`src/rtl/ddr_data_burst.sv`:
```
// DDR data-path burst engine: queues sequencer requests, serialises writes onto DQ/DQS and assembles read bursts.
// Optional burst-chop support is enabled with `define DDR_BURST_CHOP_EN.
module ddr_data_burst #(
    parameter int unsigned DQ_WIDTH = 8,
    parameter int unsigned BL       = 8,
    parameter int unsigned QDEPTH   = 4
) (
    input  logic                     clock_t,
    input  logic                     reset,
    input  logic                     rw_rdy,
    input  logic                     rw_dir,
    input  logic                     bc4,
    input  logic [DQ_WIDTH*BL-1:0]   wr_data,
    output logic [2*DQ_WIDTH-1:0]    dq_out,
    output logic                     dq_oe,
    output logic                     dqs_t,
    output logic                     dqs_c,
    input  logic [2*DQ_WIDTH-1:0]    dq_in,
    output logic [DQ_WIDTH*BL-1:0]   rd_data,
    output logic                     rd_valid,
    output logic                     busy,
    output logic                     overflow
);
    localparam int unsigned BW = DQ_WIDTH * BL;
    localparam int unsigned AW = (QDEPTH > 1) ? $clog2(QDEPTH) : 1;
    localparam int unsigned CW = $clog2(BL + 1);
`ifdef DDR_BURST_CHOP_EN
    localparam int unsigned EW = BW + 2;
`else
    localparam int unsigned EW = BW + 1;
`endif

    localparam logic [1:0] IDLE      = 2'd0;
    localparam logic [1:0] PREAMBLE  = 2'd1;
    localparam logic [1:0] BURST     = 2'd2;
    localparam logic [1:0] POSTAMBLE = 2'd3;

    logic [EW-1:0] q_mem [QDEPTH];
    logic [AW-1:0] wr_ptr, rd_ptr;
    logic [AW:0]   count, count_n;
    logic [EW-1:0] in_entry, head;
    logic          q_empty, q_full, pop, take_in, push_req, accept, drop;

    logic [1:0]    state, state_n;
    logic [EW-1:0] act, act_n;
    logic [CW-1:0] cnt, cnt_n, last_cnt;
    logic          act_dir, act_chop, n_dir, rd_fire;
    logic [BW-1:0] n_data, asm_buf, asm_n, rd_next;
    logic          oe_n, dqs_n;
    logic [2*DQ_WIDTH-1:0] out_n;

`ifdef DDR_BURST_CHOP_EN
    assign in_entry = {rw_dir, bc4, wr_data};
    assign act_chop = act[BW];
`else
    logic unused_bc4;
    assign unused_bc4 = bc4;
    assign in_entry   = {rw_dir, wr_data};
    assign act_chop   = 1'b0;
`endif

    assign act_dir  = act[EW-1];
    assign head     = q_mem[rd_ptr];
    assign q_empty  = (count == '0);
    assign q_full   = (count == (AW+1)'(QDEPTH));
    assign last_cnt = act_chop ? CW'(2) : CW'(BL - 2);
    assign busy     = (state != IDLE) || !q_empty;

    // Next-state: an idle engine with an empty queue takes a new request directly
    always_comb begin
        state_n = state;
        act_n   = act;
        cnt_n   = cnt;
        pop     = 1'b0;
        take_in = 1'b0;
        rd_fire = 1'b0;
        case (state)
            IDLE: begin
                cnt_n = '0;
                if (!q_empty) begin
                    pop     = 1'b1;
                    act_n   = head;
                    state_n = PREAMBLE;
                end else if (rw_rdy) begin
                    take_in = 1'b1;
                    act_n   = in_entry;
                    state_n = PREAMBLE;
                end
            end
            PREAMBLE: begin
                cnt_n   = '0;
                state_n = BURST;
            end
            BURST: begin
                cnt_n = cnt + CW'(2);
                if (cnt == last_cnt) begin
                    rd_fire = !act_dir;
                    cnt_n   = '0;
                    if (!q_empty && (head[EW-1] == act_dir)) begin
                        pop   = 1'b1;
                        act_n = head;
                    end else begin
                        state_n = POSTAMBLE;
                    end
                end
            end
            default: begin
                cnt_n = '0;
                if (!q_empty) begin
                    pop     = 1'b1;
                    act_n   = head;
                    state_n = PREAMBLE;
                end else begin
                    state_n = IDLE;
                end
            end
        endcase
    end

    assign push_req = rw_rdy && !take_in;
    assign accept   = push_req && (!q_full || pop);
    assign drop     = push_req && q_full && !pop;

    always_comb begin
        case ({accept, pop})
            2'b10:   count_n = count + (AW+1)'(1);
            2'b01:   count_n = count - (AW+1)'(1);
            default: count_n = count;
        endcase
    end

    // Pin values for the coming cycle, registered so they line up with the state
    always_comb begin
        n_dir  = act_n[EW-1];
        n_data = act_n[BW-1:0];
        oe_n   = 1'b0;
        dqs_n  = 1'b0;
        out_n  = '0;
        case (state_n)
            PREAMBLE:  oe_n = n_dir;
            BURST: begin
                oe_n  = n_dir;
                dqs_n = 1'b1;
                if (n_dir) out_n = n_data[int'(cnt_n)*DQ_WIDTH +: 2*DQ_WIDTH];
            end
            POSTAMBLE: oe_n = dq_oe;
            default:   oe_n = 1'b0;
        endcase
    end

    always_comb begin
        asm_n = asm_buf;
        if (state == BURST && !act_dir) asm_n[int'(cnt)*DQ_WIDTH +: 2*DQ_WIDTH] = dq_in;
        rd_next = asm_n;
`ifdef DDR_BURST_CHOP_EN
        if (act_chop) begin
            for (int k = 4; k < int'(BL); k++) rd_next[k*DQ_WIDTH +: DQ_WIDTH] = '0;
        end
`endif
    end

    always_ff @(posedge clock_t) begin
        if (accept) q_mem[wr_ptr] <= in_entry;
    end

    always_ff @(posedge clock_t or posedge reset) begin
        if (reset) begin
            state    <= IDLE;
            act      <= '0;
            cnt      <= '0;
            wr_ptr   <= '0;
            rd_ptr   <= '0;
            count    <= '0;
            overflow <= 1'b0;
            asm_buf  <= '0;
            rd_data  <= '0;
            rd_valid <= 1'b0;
            dq_oe    <= 1'b0;
            dq_out   <= '0;
            dqs_t    <= 1'b0;
            dqs_c    <= 1'b1;
        end else begin
            state    <= state_n;
            act      <= act_n;
            cnt      <= cnt_n;
            count    <= count_n;
            if (accept) wr_ptr <= (wr_ptr == AW'(QDEPTH - 1)) ? '0 : wr_ptr + AW'(1);
            if (pop)    rd_ptr <= (rd_ptr == AW'(QDEPTH - 1)) ? '0 : rd_ptr + AW'(1);
            overflow <= overflow | drop;
            asm_buf  <= asm_n;
            if (rd_fire) rd_data <= rd_next;
            rd_valid <= rd_fire;
            dq_oe    <= oe_n;
            dq_out   <= out_n;
            dqs_t    <= dqs_n;
            dqs_c    <= ~dqs_n;
        end
    end
endmodule

```
`config.mk`:
```
export PLATFORM = sky130hd
export DESIGN_NAME = ddr_data_burst
export DESIGN_NICKNAME = d
export VERILOG_FILES = /design/src/rtl/ddr_data_burst.sv
export SDC_FILE = /design/constraint.sdc
export NUM_CORES = 1
export LEC_CHECK = 0
export CAP_MARGIN = 20
export CORE_MARGIN = 2
export CORE_UTILIZATION = 27
export CTS_BUF_LIST = sky130_fd_sc_hd__clkbuf_4 sky130_fd_sc_hd__clkbuf_8
export DETAILED_ROUTE_END_ITERATION = 12
export GPL_ROUTABILITY_DRIVEN = 0
export GPL_TIMING_DRIVEN = 1
export PLACE_DENSITY_LB_ADDON = 0.3
export SYNTH_ARGS = -nofsm -noshare
export SYNTH_HDL_FRONTEND = slang
export SYNTH_SLANG_ARGS = --single-unit
```
`constraint.sdc`:
```
create_clock -name clock_t -period 9.1 [get_ports clock_t]
set_clock_uncertainty 0.1 [all_clocks]
set_input_delay 2.275 -clock clock_t [delete_from_list [all_inputs] [get_ports clock_t]]
set_output_delay 2.275 -clock clock_t [all_outputs]
set_load 0.05 [all_outputs]
```
==> results by group <==
Final layout
  – Commonest non-fill, non-tap cells in the layout: 260 x edfxtp_1, 224 x dfrtp_1, 209 x nand2_1
  – Final nets: 2136
  – Commonest non-fill, non-tap cell in the layout: edfxtp_1
  – Post-Layout Cell Count: 3258
  – Share of layout cells above drive strength 1: 0.193
  – Area growth from synthesis to layout: 19.8%

Logic synthesis
  – Top FF cell, synth: edfxtp_1
  – Asr flop ratio synth: 0.466
  – Synth cell types: 81
  – Mapped Nets: 1993
  – Register area share after synthesis: 0.573
  – Mean Syn Cell Area: 12.4 sq um
  – Synthesized cell area: 23500 sq um
  – Yosys reg bits: 487
  – Post-synthesis instance total: 1890
  – Post-synth EDFFs: 260
  – YS warnings: 0

Power
  – Internal power: 0.00570 W
  – Comb power frac: 0.461
  – Flop pwr share: 0.318
  – P_sw: 0.00424 W
  – PD cells: 353 nW/um^2
  – P_leak: 10.7 nW
  – Clock network power share: 0.221
  – Worst vdd ir: 0.321 mV
  – Switching share of power: 0.427

Placement
  – DP Cell Count: 3101
  – IO Port Bufs: 169
  – HPWL Detailed: 46.7 mm

Detailed routing
  – Via count: 17100
  – Final wirelength: 73.9 mm
  – Drt wl/cell: 22.7 um
  – Detailed Route Iter0 Violations: 1368
  – DRC: 0
  – Final ANT Viol Nets: 0
  – Vias/cell: 5.25
  – TritonRoute pass-1 iters: 5

Timing
  – RSZ-0062 raised after global routing: false
  – Setup-failing EPs final: 0
  – Setup TNS: 0 ps
  – Worst slew margin: 0.248
  – Period utilization: 0.703
  – Pins Over Slew Limit: 0
  – Fin crit period: 6400 ps
  – Fmax: 156 MHz
  – Hold Fails Final Rpt: 0
  – Slew at the pin closest to its max-slew limit: 1130 ps

Setup path
  – Crit-path max FO: 35
  – Req. time, crit path: 6730 ps
  – Critical R2R Launch: state[0]
  – Critical path type: reg2out
  – Reg2reg end: dq_out[2]
  – Crit. Startpoint: state[0]
  – Reg2reg path depth: 12
  – Setup crit end: busy
  – Startpoint Class: register
  – CP arrival: 4030 ps
  – CP Capture Type: output pin
  – Worst R2R Setup Slack: 3990 ps

Clock network
  – Post-CTS Resized: 0
  – Post-CTS setup buffer count: 0
  – CTS tree: yes
  – CTS Buf Count: 83
  – Worst skew pair latency: 680 ps
  – Clock sinks: 487
  – Clk pin slew, worst setup/hold paths: 70 ps
  – Clk buf depth: 3
  – Hold_buf cts: 0
  – CTS root buf: clkbuf_8
  – Htree depth: 3

Global routing
  – Initial antenna violation count: 5
  – GR Overflow Total: 0
  – First-pass GRT wire length: 112 mm
  – Total GRT Usage: 0.163
  – Vias in the first global route: 17300
  – Largest net degree at the start of global routing: 140

Floorplanning
  – Initial Utilization: 0.272
  – Die Y: 299 um
  – Rows: 108
  – Die W: 299 um
  – IO Pins: 171
  – Core area: 86600 sq um
  – Die area: 89500 sq um

Run status
  – Status: finished clean

Min path
  – Worst min-delay path category: reg2reg

Job
  – Max-cap violations: 0
==> synthesized netlist by cell type (4+ instances only) <==
cell | number | area, sq um
buf_4 | 9 | 67.6
mux2_2 | 130 | 1460
buf_2 | 36 | 180
a211o_1 | 6 | 52.6
mux4_2 | 65 | 1460
o31ai_1 | 28 | 210
a21boi_0 | 15 | 113
nand2_1 | 209 | 785
o22ai_1 | 9 | 56.3
nor3_1 | 32 | 160
dfrtp_1 | 226 | 5660
nor4_1 | 4 | 25.0
mux2i_1 | 69 | 691
nand2b_1 | 7 | 43.8
nor2b_1 | 14 | 87.6
a22oi_1 | 31 | 233
a31oi_1 | 15 | 93.8
clkbuf_1 | 81 | 304
o31a_1 | 11 | 96.3
a32oi_1 | 27 | 236
ha_1 | 17 | 213
o211ai_1 | 22 | 165
a211oi_1 | 27 | 203
nor2_1 | 114 | 428
nand3_1 | 42 | 210
o311a_1 | 4 | 40.0
edfxtp_1 | 260 | 7810
and3_1 | 30 | 188
a221oi_1 | 26 | 228
a311oi_1 | 6 | 52.6
o21a_1 | 5 | 37.5
and2_1 | 9 | 56.3
a21oi_1 | 102 | 510
o21ai_0 | 61 | 305
nand4_1 | 15 | 93.8
buf_1 | 13 | 48.8
o32ai_1 | 4 | 35.0
a21o_1 | 7 | 52.6
inv_1 | 31 | 116
buf_6 | 7 | 78.8
==> per-stage QoR <==
stage          utilization  area [sq um]  hold WS [ps]  setup slack [ps]  total power (W)
5_1_grt              0.326         28200           404              2590           0.0105
3_5_place_dp         0.304         26300           360              3430          0.00774
6_report             0.326         28200           380              2700          0.00994
4_1_cts              0.325         28200           380              2670          0.00998
2_1_floorplan            -         23500           349               507          0.00628
3_3_place_gp         0.304         26300           355              3420          0.00763
==> layout make-up <==
type / instances / area (sq um)
Tap cell: 1155 / 1450
Clock buffer: 121 / 1500
Inverter: 34 / 135
Timing Repair Buffer: 204 / 1960
Sequential cell: 487 / 13500
Clock inverter: 33 / 349
Multi-Input combinational cell: 1223 / 9310
Antenna cell: 1 / 2.50
Fill cell: 8524 / 58400
==> cells by family (layout without fill, tap and decap cells) <==
group                      count (synthesis)  count (layout)  share of synthesized area
and+or+nand+nor                          494             494                     0.0955
DFF                                      487             487                      0.573
AOI/OAI and AO/OA                        440             440                      0.130
muxes                                    264             264                      0.154
buffers and inverters                    180             392                     0.0343
adders and majority gates                 18              18                    0.00989
xor gates and xnor gates                   7               7                    0.00372
other                                      0               1                          0
==> registers in the layout, summed over array words and instances, names as in the netlist <==
name      count
act          65
state         2
q_mem       260
wr_ptr        2
rd_ptr        2
overflow      1
rd_valid      1
asm_buf      64
dq_oe         1
dqs_c         1
dqs_t         1
dq_out       16
count         3
rd_data      64
cnt           4
==> critical path, cell delays in order, from the launching register on <==
cell and delay, ps:
dfrtp_1 460, inv_1 160, ha_1 160, buf_4 490, nor4b_1 920, clkinv_1 160
buf_4 260, clkdlybuf4s50_1 720
==> power by group through the flow <==
| stage | registers [W] | clock network [W] | logic (W) |
|---|---|---|---|
| floorplan | 0.00331 | 0 | 0.00297 |
| global placement | 0.00317 | 0 | 0.00446 |
| detailed placement | 0.00320 | 0 | 0.00455 |
| CTS | 0.00316 | 0.00225 | 0.00457 |
| global route | 0.00321 | 0.00235 | 0.00494 |
| finish | 0.00316 | 0.00220 | 0.00458 |
==> worst min path at each step <==
stage	to	depth (start not counted)	from
floorplan	asm_buf[10]	2	asm_buf[10]
global placement	overflow	1	overflow
detailed placement	overflow	1	overflow
CTS	overflow	1	overflow
global route	asm_buf[40]	1	asm_buf[40]
finish	rd_data[34]	2	rd_data[34]
==> metal layers <==
layer	up-vias	part of all wire	global-route usage
met3	148	0.066	0.0307
met5	-	0.00049	0
met4	6	0.034	0.0695
li1	7513	-	-
met2	685	0.47	0.257
met1	8743	0.43	0.219
(Power assumes the default switching activity.)
